File: src/rtl/mult_div_unit_if.sv
// Request/response bundle between the multicycle control unit and mult_div_unit.
interface mult_div_unit_if #(
  parameter int unsigned WIDTH = 32
);
  logic             start;
  logic [1:0]       op;
  logic [WIDTH-1:0] a;
  logic [WIDTH-1:0] b;
  logic             busy;
  logic             done;
  logic [WIDTH-1:0] hi;
  logic [WIDTH-1:0] lo;
  logic             div_zero;

  modport master (output start, op, a, b, input busy, done, hi, lo, div_zero);
  modport slave  (input start, op, a, b, output busy, done, hi, lo, div_zero);
endinterface

File: src/rtl/mult_div_unit.sv
// Multicycle Booth multiplier / restoring divider feeding HI/LO, fixed latency WIDTH+1.
// Division datapath is compiled only when MULT_DIV_UNIT_DIV_EN is defined.
module mult_div_unit #(
  parameter int unsigned WIDTH = 32
) (
  input logic            clk,
  input logic            reset,
  mult_div_unit_if.slave bus
);
  localparam int unsigned     PW      = 2 * WIDTH + 3;
  localparam int unsigned     CntW    = $clog2(WIDTH + 2);
  localparam logic [CntW-1:0] CntLast = CntW'(WIDTH);

  typedef enum logic [1:0] {StIdle, StCalc, StDone} state_e;

  state_e           state_q, state_d;
  logic [CntW-1:0]  cnt_q, cnt_d;
  logic             is_div_q, is_div_d;
  logic [PW-1:0]    prod_q, prod_d;
  logic [WIDTH:0]   mcand_q, mcand_d;
  logic [WIDTH-1:0] hi_q, hi_d, lo_q, lo_d;
  logic             dz_q, dz_d;

  logic             accept, last;
  logic [WIDTH:0]   a_ext, b_ext, mcand_neg;
  logic [PW-1:0]    booth_sum, booth_next;

  assign accept    = bus.start && (state_q != StCalc);
  assign last      = (cnt_q == CntLast);
  // op[0]=0 selects signed: sign-extend, otherwise zero-extend to WIDTH+1
  assign a_ext     = {~bus.op[0] & bus.a[WIDTH-1], bus.a};
  assign b_ext     = {~bus.op[0] & bus.b[WIDTH-1], bus.b};
  assign mcand_neg = -mcand_q;

  always_comb begin
    case (prod_q[1:0])
      2'b01:   booth_sum = prod_q + {mcand_q, {(WIDTH + 2){1'b0}}};
      2'b10:   booth_sum = prod_q + {mcand_neg, {(WIDTH + 2){1'b0}}};
      default: booth_sum = prod_q;
    endcase
    booth_next = {booth_sum[PW-1], booth_sum[PW-1:1]};
  end

`ifdef MULT_DIV_UNIT_DIV_EN
  logic [WIDTH-1:0] rem_q, rem_d, quo_q, quo_d, dvsr_q, dvsr_d, dvnd_q, dvnd_d;
  logic             qneg_q, qneg_d, rneg_q, rneg_d;
  logic             div_signed;
  logic [WIDTH:0]   div_shift, div_diff;

  assign div_signed = ~bus.op[0];
  assign div_shift  = {rem_q, quo_q[WIDTH-1]};
  // MSB of the difference is the borrow: set means the trial subtract must be undone
  assign div_diff   = div_shift - {1'b0, dvsr_q};
`endif

  always_comb begin
    state_d  = state_q;
    cnt_d    = cnt_q;
    is_div_d = is_div_q;
    prod_d   = prod_q;
    mcand_d  = mcand_q;
    hi_d     = hi_q;
    lo_d     = lo_q;
    dz_d     = 1'b0;
`ifdef MULT_DIV_UNIT_DIV_EN
    rem_d    = rem_q;
    quo_d    = quo_q;
    dvsr_d   = dvsr_q;
    dvnd_d   = dvnd_q;
    qneg_d   = qneg_q;
    rneg_d   = rneg_q;
`endif
    unique case (state_q)
      StIdle, StDone: state_d = accept ? StCalc : StIdle;
      StCalc: begin
        cnt_d  = cnt_q + CntW'(1);
        prod_d = booth_next;
`ifdef MULT_DIV_UNIT_DIV_EN
        if (!last) begin
          if (!div_diff[WIDTH]) begin
            rem_d = div_diff[WIDTH-1:0];
            quo_d = {quo_q[WIDTH-2:0], 1'b1};
          end else begin
            rem_d = div_shift[WIDTH-1:0];
            quo_d = {quo_q[WIDTH-2:0], 1'b0};
          end
        end
        if (last) begin
          state_d = StDone;
          if (!is_div_q) begin
            hi_d = booth_next[2*WIDTH:WIDTH+1];
            lo_d = booth_next[WIDTH:1];
          end else if (dvsr_q == '0) begin
            dz_d = 1'b1;
            hi_d = dvnd_q;
            lo_d = '1;
          end else begin
            hi_d = rneg_q ? -rem_q : rem_q;
            lo_d = qneg_q ? -quo_q : quo_q;
          end
        end
`else
        if (is_div_q) begin
          state_d = StDone;
        end else if (last) begin
          state_d = StDone;
          hi_d    = booth_next[2*WIDTH:WIDTH+1];
          lo_d    = booth_next[WIDTH:1];
        end
`endif
      end
      default: state_d = StIdle;
    endcase
    if (accept) begin
      cnt_d    = '0;
      is_div_d = bus.op[1];
      prod_d   = {{(WIDTH + 1){1'b0}}, b_ext, 1'b0};
      mcand_d  = a_ext;
`ifdef MULT_DIV_UNIT_DIV_EN
      rem_d    = '0;
      quo_d    = (div_signed && bus.a[WIDTH-1]) ? -bus.a : bus.a;
      dvsr_d   = (div_signed && bus.b[WIDTH-1]) ? -bus.b : bus.b;
      dvnd_d   = bus.a;
      qneg_d   = div_signed && (bus.a[WIDTH-1] ^ bus.b[WIDTH-1]);
      rneg_d   = div_signed && bus.a[WIDTH-1];
`endif
    end
  end

  always_ff @(posedge clk) begin
    if (reset) begin
      state_q  <= StIdle;
      cnt_q    <= '0;
      is_div_q <= 1'b0;
      prod_q   <= '0;
      mcand_q  <= '0;
      hi_q     <= '0;
      lo_q     <= '0;
      dz_q     <= 1'b0;
`ifdef MULT_DIV_UNIT_DIV_EN
      rem_q    <= '0;
      quo_q    <= '0;
      dvsr_q   <= '0;
      dvnd_q   <= '0;
      qneg_q   <= 1'b0;
      rneg_q   <= 1'b0;
`endif
    end else begin
      state_q  <= state_d;
      cnt_q    <= cnt_d;
      is_div_q <= is_div_d;
      prod_q   <= prod_d;
      mcand_q  <= mcand_d;
      hi_q     <= hi_d;
      lo_q     <= lo_d;
      dz_q     <= dz_d;
`ifdef MULT_DIV_UNIT_DIV_EN
      rem_q    <= rem_d;
      quo_q    <= quo_d;
      dvsr_q   <= dvsr_d;
      dvnd_q   <= dvnd_d;
      qneg_q   <= qneg_d;
      rneg_q   <= rneg_d;
`endif
    end
  end

  assign bus.busy     = (state_q == StCalc);
  assign bus.done     = (state_q == StDone);
  assign bus.hi       = hi_q;
  assign bus.lo       = lo_q;
  assign bus.div_zero = dz_q;
endmodule

File: src/flat_wrapper.sv
// flat-port wrapper written by rule: the top's interface ports become plain ports
module mult_div_unit_flat 
#(
  parameter int unsigned WIDTH = 32
)
  (clk, reset, bus_start, bus_op, bus_a, bus_b, bus_busy, bus_done, bus_hi, bus_lo, bus_div_zero);
  mult_div_unit_if #(.WIDTH(WIDTH)) bus_i ();
  input logic clk;
  input logic reset;
  input wire logic [$bits(bus_i.start)-1:0] bus_start;
  input wire logic [$bits(bus_i.op)-1:0] bus_op;
  input wire logic [$bits(bus_i.a)-1:0] bus_a;
  input wire logic [$bits(bus_i.b)-1:0] bus_b;
  output wire logic [$bits(bus_i.busy)-1:0] bus_busy;
  output wire logic [$bits(bus_i.done)-1:0] bus_done;
  output wire logic [$bits(bus_i.hi)-1:0] bus_hi;
  output wire logic [$bits(bus_i.lo)-1:0] bus_lo;
  output wire logic [$bits(bus_i.div_zero)-1:0] bus_div_zero;
  assign bus_i.start = bus_start;
  assign bus_i.op = bus_op;
  assign bus_i.a = bus_a;
  assign bus_i.b = bus_b;
  assign bus_busy = bus_i.busy;
  assign bus_done = bus_i.done;
  assign bus_hi = bus_i.hi;
  assign bus_lo = bus_i.lo;
  assign bus_div_zero = bus_i.div_zero;
  mult_div_unit #(.WIDTH(WIDTH)) u_core (.clk(clk), .reset(reset), .bus(bus_i));
endmodule
File: config.mk
export PLATFORM = sky130hd
export DESIGN_NAME = mult_div_unit_flat
export DESIGN_NICKNAME = d
export VERILOG_FILES = /design/src/rtl/mult_div_unit_if.sv /design/src/rtl/mult_div_unit.sv /design/src/flat_wrapper.sv
export SDC_FILE = /design/constraint.sdc
export NUM_CORES = 1
export LEC_CHECK = 0
export ABC_CLOCK_PERIOD_IN_PS = 12000
export CORE_MARGIN = 1
export CORE_UTILIZATION = 50
export DETAILED_ROUTE_END_ITERATION = 8
export PLACE_DENSITY = 0.75
export SLEW_MARGIN = 10
export SYNTH_ARGS = -nofsm -noshare
export SYNTH_HDL_FRONTEND = slang
export SYNTH_SLANG_ARGS = --single-unit
File: constraint.sdc
create_clock -name clk -period 12 [get_ports clk]
set_clock_uncertainty 0.2 [all_clocks]
set_input_delay 3 -clock clk [delete_from_list [all_inputs] [get_ports clk]]
set_output_delay 3 -clock clk [all_outputs]
set_load 0.03 [all_outputs]
==> qor.yml, run 1 <==
hp-start: "u_core.bus.lo[16]"
post_drt_wl_per_cell_um: 15.2
die_area_mm2: 0.0184
start_util_pct: 51.4
yosysUniqueCellTypes: 59
clk_latency_ns: 0.43
hold_depth: 2
path_clk_slew_ns: 0.07
synth_area_mm2: 0.00895
drc_errors: 0
whs_endpoint: "u_core.bus.lo[16]"
routed_wl_um: 22100
grt_pass1_wl_um: 35800
cts.repair.resized: 0
dp_hpwl_um: 15600
worst-r2r-cell-count: 18
drv_cap: 0
cp-end-kind: "flop"
cts-root-buf: "clkbuf_16"
syn-mean-instance-area_um2: 7.93
path_depth: 6
cts_tree: "done"
cp.required_ns: 12.13
fmax_mhz: 177
grt_overflow: 0
grt_start_max_net_pins: 101
critPathMaxFanout: 37
setup_slack_ns: 6.35
ys_ff_latch: 172
cts_hold_buf: 0
die_w_um: 136
arrival_ns: 5.78
min_period_over_period_pct: 47.1
ys_seq_area_share_pct: 38.5
post_cts_buffers: 0
drive_gt1_share_pct: 4.23
dr.pass1.iters: 5
final_hold_viol_count: 0
p_leak_uw: 0.00408
criticalPathCategory: "in2reg"
path_buf_inv: 2
insertedDiodeCount: 0
finalSetupViolCount: 0
worst_pin_slew_ns: 1.11
initialDrtViolationCount: 531
synth_edf_count: 0
routabilityCongestion: 0.922
num_vias: 8087
io_buffers: 134
htreeDepth: 4
area_delta_synth_final_pct: 22.2
startpoint_type: "input pin"
status: "finished, final reports clean"
ys_warn_count: 0
powerDensity_mw_per_mm2: 132
synth.net_count: 1234
hp-class: "reg2reg"
r2r_end: "u_core.bus.hi[31]"
syn_inst: 1128
antenna_left: 0
die_y_um: 136
antenna_found_initial: 0
crit_family: "simple AND/OR/NAND/NOR gates"
r2r_setup_slack_ns: 6.82
viasPerCell: 5.56
nets: 1323
first_global_vias: 7133
pre_cts_ws_ns: 5.89
rsz0062_at_grt: "no"
critPathSlowestCell: "nand2b_1"
path_cells: "buf_2 > buf_4 > nand2_1 > nand2b_1 > nor2_1 > o21a_1"
report.final.slew_viol_count: 0
synthFlopType: "dfxtp_1"
ios: 136
ys_async_sr_fraction_pct: 0
cts_sinks: 172
clock_path_buffers: 2
cts_made_buffers: 17
peakVddDrop_mv: 0.111
max_stage_delay_ns: 1.14
tns_ns: 0
fin_crit_ns: 5.65
slew_headroom_pct: 25.7
row_count: 48
reg2reg_from: "u_core.mcand_q[9]"
grt_usage_pct: 24.5
core_mm2: 0.0174
cells by family (layout without fill, tap and decap cells):
family	after synthesis	in the layout	share of synthesized area [%]
buffers and inverters	93	195	3.96
xor gates and xnor gates	59	59	5.77
AOI/OAI and AO/OA	312	312	22.1
and+or+nand+nor	413	413	19.8
DFF	172	172	38.5
adders and majority gates	37	37	5.26
muxes	41	41	4.59
other	1	1	0.0419
stage by stage:
| stage | cells | util [%] | cell area (um^2) | hold slack, ns | power (uW) |
|---|---|---|---|---|---|
| detailed placement | 1423 | 59.5 | 10400 | 0.248 | 911 |
| CTS | 1455 | 62.8 | 10900 | 0.258 | 1440 |
| finish | 1455 | 62.8 | 10900 | 0.256 | 1440 |
| global route | 1455 | 62.8 | 10900 | 0.270 | 1510 |
| global placement | 1423 | 59.5 | 10400 | 0.242 | 906 |
| floorplan | 1128 | - | 8950 | 0.236 | 832 |
registers in the layout (all words and copies together) (netlist names):
signal,flops
u_core.bus.lo,32
u_core.cnt_q,6
u_core.is_div_q,1
u_core.prod_q,66
u_core.mcand_q,33
u_core.state_q,2
u_core.bus.hi,32
worst min-delay path, delay by kind of cell, from the launching register on:
family,cells,cell delay [ns]
DFF,1,0.31
AOI/OAI and AO/OA,1,0.05
and+or+nand+nor,1,0.05
where the power goes:
group,switching [uW],internal [uW]
clock network,259,277
registers,24.9,596
logic,167,115
layout make-up:
class / count / area, um^2
Multi-Input combinational cell: 863 / 5160
Tap cell: 225 / 282
Sequential cell: 172 / 3440
Timing Repair Buffer: 143 / 1400
Inverter: 20 / 75.1
Clock buffer: 18 / 429
Fill cell: 1556 / 6480
Clock inverter: 14 / 144
layer usage:
metal	wire length (um)	global-route usage [%]	vias up
met5	0	0	-
met1	11000	35.3	3716
met4	347	7.74	0
met2	9700	36.3	189
met3	1080	4.83	25
li1	-	-	4157
cell usage after synthesis, drive strengths merged, types with 2 or more instances:
cell type,n,area share (%)
nor3,17,0.95
dfxtp,172,38
nor4,4,0.45
xor2,14,1.4
o21ai,38,2.1
a21oi,126,7.0
and3,4,0.28
nor2,143,6.0
o41ai,5,0.49
a221oi,2,0.20
mux2i,41,4.6
or3,3,0.21
o311ai,2,0.20
nor2b,9,0.63
nand4,8,0.56
xnor2,45,4.4
o21a,4,0.34
buf,12,0.56
and2,4,0.28
ha,36,5.0
nand3b,4,0.34
a311oi,6,0.59
o211ai,7,0.59
o2111ai,2,0.20
a21o,13,1.1
o31ai,15,1.4
inv,20,0.84
clkbuf,61,2.6
nand2,187,7.8
o211a,2,0.22
a2111oi,6,0.59
nand2b,9,0.63
or4,5,0.50
o21bai,5,0.42
a211oi,63,5.3
a31oi,8,0.56
nand3,10,0.62
a21boi,2,0.17
layout by cell type (no fill, tap or decap), drive strengths merged, types with 7 or more instances in the layout:
cell type	instances
nand2	187
dfxtp	172
nor2	143
clkdlybuf4s50	132
a21oi	126
a211oi	63
xnor2	45
mux2i	41
o21ai	38
ha	36
inv	28
clkbuf	18
nor3	17
o31ai	15
xor2	14
a21o	13
buf	11
nand3	10
nor2b	9
nand2b	9
nand4	8
a31oi	8
o211ai	7
worst max path at each step:
stage / start / endpoint / slack [ns]
5_1_grt: bus_start / u_core.prod_q[63] / 6.07
2_1_floorplan: u_core.state_q[1] / bus_busy / 7.29
3_3_place_gp: bus_start / u_core.prod_q[62] / 5.94
3_5_place_dp: bus_start / u_core.prod_q[62] / 5.89
4_1_cts: bus_start / u_core.prod_q[62] / 6.34
6_report: bus_start / u_core.prod_q[62] / 6.35
No activity file was read; power rests on OpenSTA's default activity.
==> inputs of run 2 (changes only) <==
--- a/config.mk
+++ b/config.mk
@@ -5,11 +5,11 @@
 export SDC_FILE = /design/constraint.sdc
 export NUM_CORES = 1
 export LEC_CHECK = 0
-export ABC_CLOCK_PERIOD_IN_PS = 12000
+export ABC_CLOCK_PERIOD_IN_PS = 4550
 export CORE_MARGIN = 1
-export CORE_UTILIZATION = 50
+export CORE_UTILIZATION = 49
 export DETAILED_ROUTE_END_ITERATION = 8
-export PLACE_DENSITY = 0.75
+export PLACE_DENSITY = 0.76
 export SLEW_MARGIN = 10
 export SYNTH_ARGS = -nofsm -noshare
 export SYNTH_HDL_FRONTEND = slang
==> constraint.sdc (replaced) <==
create_clock -name clk -period 4.55 [get_ports clk]
set_clock_uncertainty 0.2 [all_clocks]
set_input_delay 1.1375 -clock clk [delete_from_list [all_inputs] [get_ports clk]]
set_output_delay 1.1375 -clock clk [all_outputs]
set_load 0.03 [all_outputs]
==> qor.yml, run 2 (synthesis results as in run 1) <==
first_global_vias: 7549
path_depth: 18
htreeDepth: 4
worst-r2r-cell-count: 18
cp.required_ns: 4.67
cts_hold_buf: 0
drive_gt1_share_pct: 11.0
drv_cap: 0
worst_pin_slew_ns: 1.06
dr.pass1.iters: 5
largest_register_ffs: 66
row_count: 49
die_area_mm2: 0.0188
path_buf_inv: 3
place_area_mm2: 0.0107
core_mm2: 0.0179
die_w_um: 137
cts_tree: "done"
viasPerCell: 5.64
biggestRegsByFlops: "u_core.prod_q x66, u_core.mcand_q x33"
rsz0062_at_grt: "yes"
critPathSlowestCell: "or4_4"
fmax_mhz: 214
cp-end-kind: "flop"
max_stage_delay_ns: 0.53
hp-class: "reg2reg"
grt_start_max_net_pins: 98
cts_made_buffers: 17
startpoint_type: "flop"
clock_path_buffers: 2
status: "finished with violations"
start_util_pct: 50.0
initialDrtViolationCount: 737
nets: 1372
violations: "setup timing"
cts-root-buf: "clkbuf_16"
clk_latency_ns: 0.45
ff_latch_area_mm2: 0.00344
report.final.slew_viol_count: 0
powerDensity_mw_per_mm2: 344
ios: 136
peakVddDrop_mv: 0.276
criticalPathCategory: "reg2reg"
grt_usage_pct: 25.7
finalSetupViolCount: 6
multi_input_area_mm2: 0.00541
path_clk_slew_ns: 0.08
path_cells: "or4_4 > or4_4 > nor4_4 > nand4_1 > nor2_2 > nand2_2 > buf_4 > o31ai_2 > xnor2_1 > ha_1 > buf_4 > nand2_1 > or4_4 > o21ba_2 > a2111oi_2 > buf_4 > nor2_1 > nor3_1"
grt_overflow: 0
crit_family: "simple AND/OR/NAND/NOR gates"
min_period_over_period_pct: 103
fin_crit_ns: 4.67
routed_wl_um: 24200
hold_depth: 2
design_area_mm2: 0.0116
p_leak_uw: 0.00441
area_delta_synth_final_pct: 30.0
cts_sinks: 172
critPathMaxFanout: 4
final_hold_viol_count: 0
antenna_left: 0
layout_commonest_cell: "nand2_1"
routabilityCongestion: 0.955
setup_slack_ns: -0.121
num_vias: 8498
antenna_found_initial: 0
holdWs_ns: 0.256
max_flop_register: "u_core.prod_q"
grt_pass1_wl_um: 37800
slew_headroom_pct: 29.2
arrival_ns: 4.79
die_y_um: 137
insertedDiodeCount: 0
dp_hpwl_um: 16700
nFillCells: 1552
final_cell_mix: "nand2_1, dfxtp_1, nor2_1"
io_buffers: 134
post_drt_wl_per_cell_um: 16.1
drc_errors: 0
## run 2: what timing repair did
action	in CTS	in global routing
resized for setup	13	44
pin swaps	3	23
buffers inserted	0	9
endpoints found under the hold margin	0	0
endpoints found under the setup margin	6	15
## run 2: path summary, 6_finish.rpt
path | slack [ns] | start | to
worst max-delay path | -0.12 | u_core.mcand_q[9] | u_core.bus.hi[31]
worst min-delay path | 0.26 | u_core.bus.lo[17] | u_core.bus.lo[17]
worst max register to register | -0.12 | u_core.mcand_q[9] | u_core.bus.hi[31]
worst min register to register | 0.26 | u_core.bus.lo[17] | u_core.bus.lo[17]
## run 2: metal layers
| metal | wire length, um | GRT usage (%) |
|---|---|---|
| met5 | 0 | 0 |
| met4 | 572 | 7.94 |
| met3 | 1300 | 5.22 |
| met2 | 10900 | 39.5 |
| met1 | 11400 | 35.9 |
## run 2: area by class of cell
class | count | share of cell area, %
clock buffers | 17 | 3.66
multi-input cells | 863 | 46.5
clock inverters | 15 | 1.82
inverters | 20 | 0.645
flip-flops and latches | 172 | 29.6
well taps | 229 | 2.46
repair buffers | 192 | 15.3
## run 2: where the power goes
part / leakage [uW] / switching [uW] / internal (uW) / total, uW
clock: 0.000305 / 743 / 759 / 1500
combinational: 0.00270 / 493 / 370 / 863
sequential: 0.00140 / 65.1 / 1570 / 1640
total: 0.00441 / 1300 / 2700 / 4000
## run 2: worst min-delay path, stage by stage, from the launching register on
cell and delay [ns]:
dfxtp_1 0.31, nand2_1 0.05, a21oi_1 0.05
## run 2: per-stage QoR
stage | instances | power, uW | setup slack, ns | TNS, ns | utilization [%]
finish | 1508 | 4000 | -0.121 | -0.431 | 65.0
global placement | 1467 | 2440 | 0.0529 | 0 | 59.7
CTS | 1499 | 3960 | 0.0347 | 0 | 63.5
floorplan | 1128 | 2190 | 0.151 | 0 | -
global route | 1508 | 4180 | -0.292 | -1.78 | 65.0
detailed placement | 1467 | 2460 | -0.106 | -0.318 | 59.7
==> inputs of run 3 (changes only) <==
--- a/config.mk
+++ b/config.mk
@@ -5,11 +5,11 @@
 export SDC_FILE = /design/constraint.sdc
 export NUM_CORES = 1
 export LEC_CHECK = 0
-export ABC_CLOCK_PERIOD_IN_PS = 4550
+export ABC_CLOCK_PERIOD_IN_PS = 5600
 export CORE_MARGIN = 1
-export CORE_UTILIZATION = 49
+export CORE_UTILIZATION = 50
 export DETAILED_ROUTE_END_ITERATION = 8
-export PLACE_DENSITY = 0.76
+export PLACE_DENSITY = 0.75
 export SLEW_MARGIN = 10
 export SYNTH_ARGS = -nofsm -noshare
 export SYNTH_HDL_FRONTEND = slang
==> constraint.sdc (replaced) <==
create_clock -name clk -period 5.6 [get_ports clk]
set_clock_uncertainty 0.2 [all_clocks]
set_input_delay 1.4 -clock clk [delete_from_list [all_inputs] [get_ports clk]]
set_output_delay 1.4 -clock clk [all_outputs]
set_load 0.03 [all_outputs]
==> qor.yml, run 3 (synthesis results as in run 1) <==
status: "finished, final reports clean"
fin_crit_ns: 4.95
grt_overflow: 0
post-route-util_pct: 63.1
cts_sinks: 172
stdcell_count: 1457
slew_headroom_pct: 20.3
whs_endpoint: "u_core.bus.lo[25]"
insertedDiodeCount: 0
path_clk_slew_ns: 0.07
io_buffers: 134
arrival_ns: 5.09
dr.pass1.iters: 6
hp-start: "u_core.bus.lo[25]"
reg2reg_from: "u_core.mcand_q[9]"
die_w_um: 136
powerDensity_mw_per_mm2: 288
die_y_um: 136
report.final.slew_viol_count: 0
finalSetupViolCount: 0
tns_ns: 0
clock_path_buffers: 2
dp_hpwl_um: 16200
nets: 1325
grt_usage_pct: 25.3
cp-end-kind: "flop"
num_vias: 8227
post_cts_buffers: 0
rsz0062_at_grt: "no"
p_leak_uw: 0.00412
worst_pin_slew_ns: 1.20
hp-class: "reg2reg"
area_delta_synth_final_pct: 22.9
fmax_mhz: 202
multi_input_area_mm2: 0.00516
hold_depth: 2
clk_latency_ns: 0.44
grt_start_max_net_pins: 99
cts-root-buf: "clkbuf_16"
final_cell_mix: "nand2_1, dfxtp_1, nor2_1"
first_global_vias: 7288
core_mm2: 0.0174
post_drt_wl_per_cell_um: 16.0
drc_errors: 0
min_period_over_period_pct: 88.3
cts_made_buffers: 17
row_count: 48
layout_commonest_cell: "nand2_1"
die_area_mm2: 0.0184
r2r_setup_slack_ns: 0.65
peakVddDrop_mv: 0.228
critPathMaxFanout: 6
drive_gt1_share_pct: 4.46
htreeDepth: 4
drv_cap: 0
antenna_left: 0
cts.repair.resized: 0
start_util_pct: 51.4
cts_tree: "done"
p_total_uw: 3160
ios: 136
antenna_found_initial: 0
startpoint_type: "flop"
routed_wl_um: 23200
cts_hold_buf: 0
grt_pass1_wl_um: 37000
biggestRegsByFlops: "u_core.prod_q x66, u_core.mcand_q x33"
initialDrtViolationCount: 590
nFillCells: 1578
routabilityCongestion: 0.940
largest_register_ffs: 66
criticalPathCategory: "reg2reg"
placedCellCount: 1425
ff_latch_area_mm2: 0.00344
final_hold_viol_count: 0
max_flop_register: "u_core.prod_q"
setup_slack_ns: 0.653
cp.required_ns: 5.75
r2r_end: "u_core.prod_q[65]"
worst-r2r-cell-count: 16
viasPerCell: 5.65
pre_cts_ws_ns: 0.734
[run 3: changes by cell type in the layout (fill, tap and decap cells not counted), moves of 3 or more]
cell       delta
nand2_1       +4
clkinv_8      -6
buf_4        -45
a2111oi_2     -5
o21ai_0       +3
nand2_2       -4
a21oi_1       +5
o31ai_2       -3
a2111oi_0     +6
a21oi_2       -5
o31ai_1       +4
[run 3: worst max-delay path by stage]
stage | from | slack [ns] | end
after floorplan | u_core.mcand_q[9] | 1.20 | u_core.prod_q[65]
after global placement | u_core.mcand_q[9] | 0.85 | u_core.prod_q[65]
after detailed placement | u_core.mcand_q[9] | 0.73 | u_core.prod_q[65]
after CTS | u_core.mcand_q[9] | 0.69 | u_core.prod_q[65]
after global routing | u_core.mcand_q[9] | 0.20 | u_core.bus.hi[31]
final | u_core.mcand_q[9] | 0.65 | u_core.prod_q[65]
[run 3: power by group]
part           leakage, uW  total, uW  internal, uW  switching (uW)
Sequential         0.00140       1330          1280            56.9
Combinational      0.00242        602           247             355
Clock             0.000298       1230           648             579
[run 3: per-stage QoR]
| stage | cell area (um^2) | hold slack (ns) |
|---|---|---|
| final | 11000 | 0.253 |
| after global routing | 11000 | 0.276 |
| after CTS | 11000 | 0.258 |
| after detailed placement | 10400 | 0.247 |
| after global placement | 10400 | 0.241 |
| after floorplan | 8950 | 0.236 |
[run 3: per-layer routing]
| metal | part of all wire, % | global-route usage, % | up-vias |
|---|---|---|---|
| met5 | 0 | 0 | - |
| met4 | 1.7 | 8.05 | 0 |
| met3 | 5.0 | 4.23 | 27 |
| met2 | 43 | 38.0 | 232 |
| met1 | 50 | 36.6 | 3813 |
| li1 | - | - | 4155 |
[run 3: worst max-delay path, cell delays in order (launching register included)]
cell and delay [ns]:
dfxtp_1 0.36, or4_4 0.57, or4_4 0.45, nor4_4 0.23
nand4_1 0.26, nor2_1 0.21, nand2_1 0.12, o21ai_0 0.23
xnor2_1 0.14, ha_1 0.33, and3_1 0.28, and2_1 0.17
o31ai_1 0.34, nand4_1 0.16, a2111oi_0 0.53, o211ai_1 0.17
o31ai_1 0.09
[run 3: cell type report]
type,count,share of cell area [%]
well taps,225,2.56
clock inverters,15,1.74
flip-flops and latches,172,31.3
clock buffers,17,3.87
inverters,20,0.683
repair buffers,145,12.9
multi-input cells,863,47.0
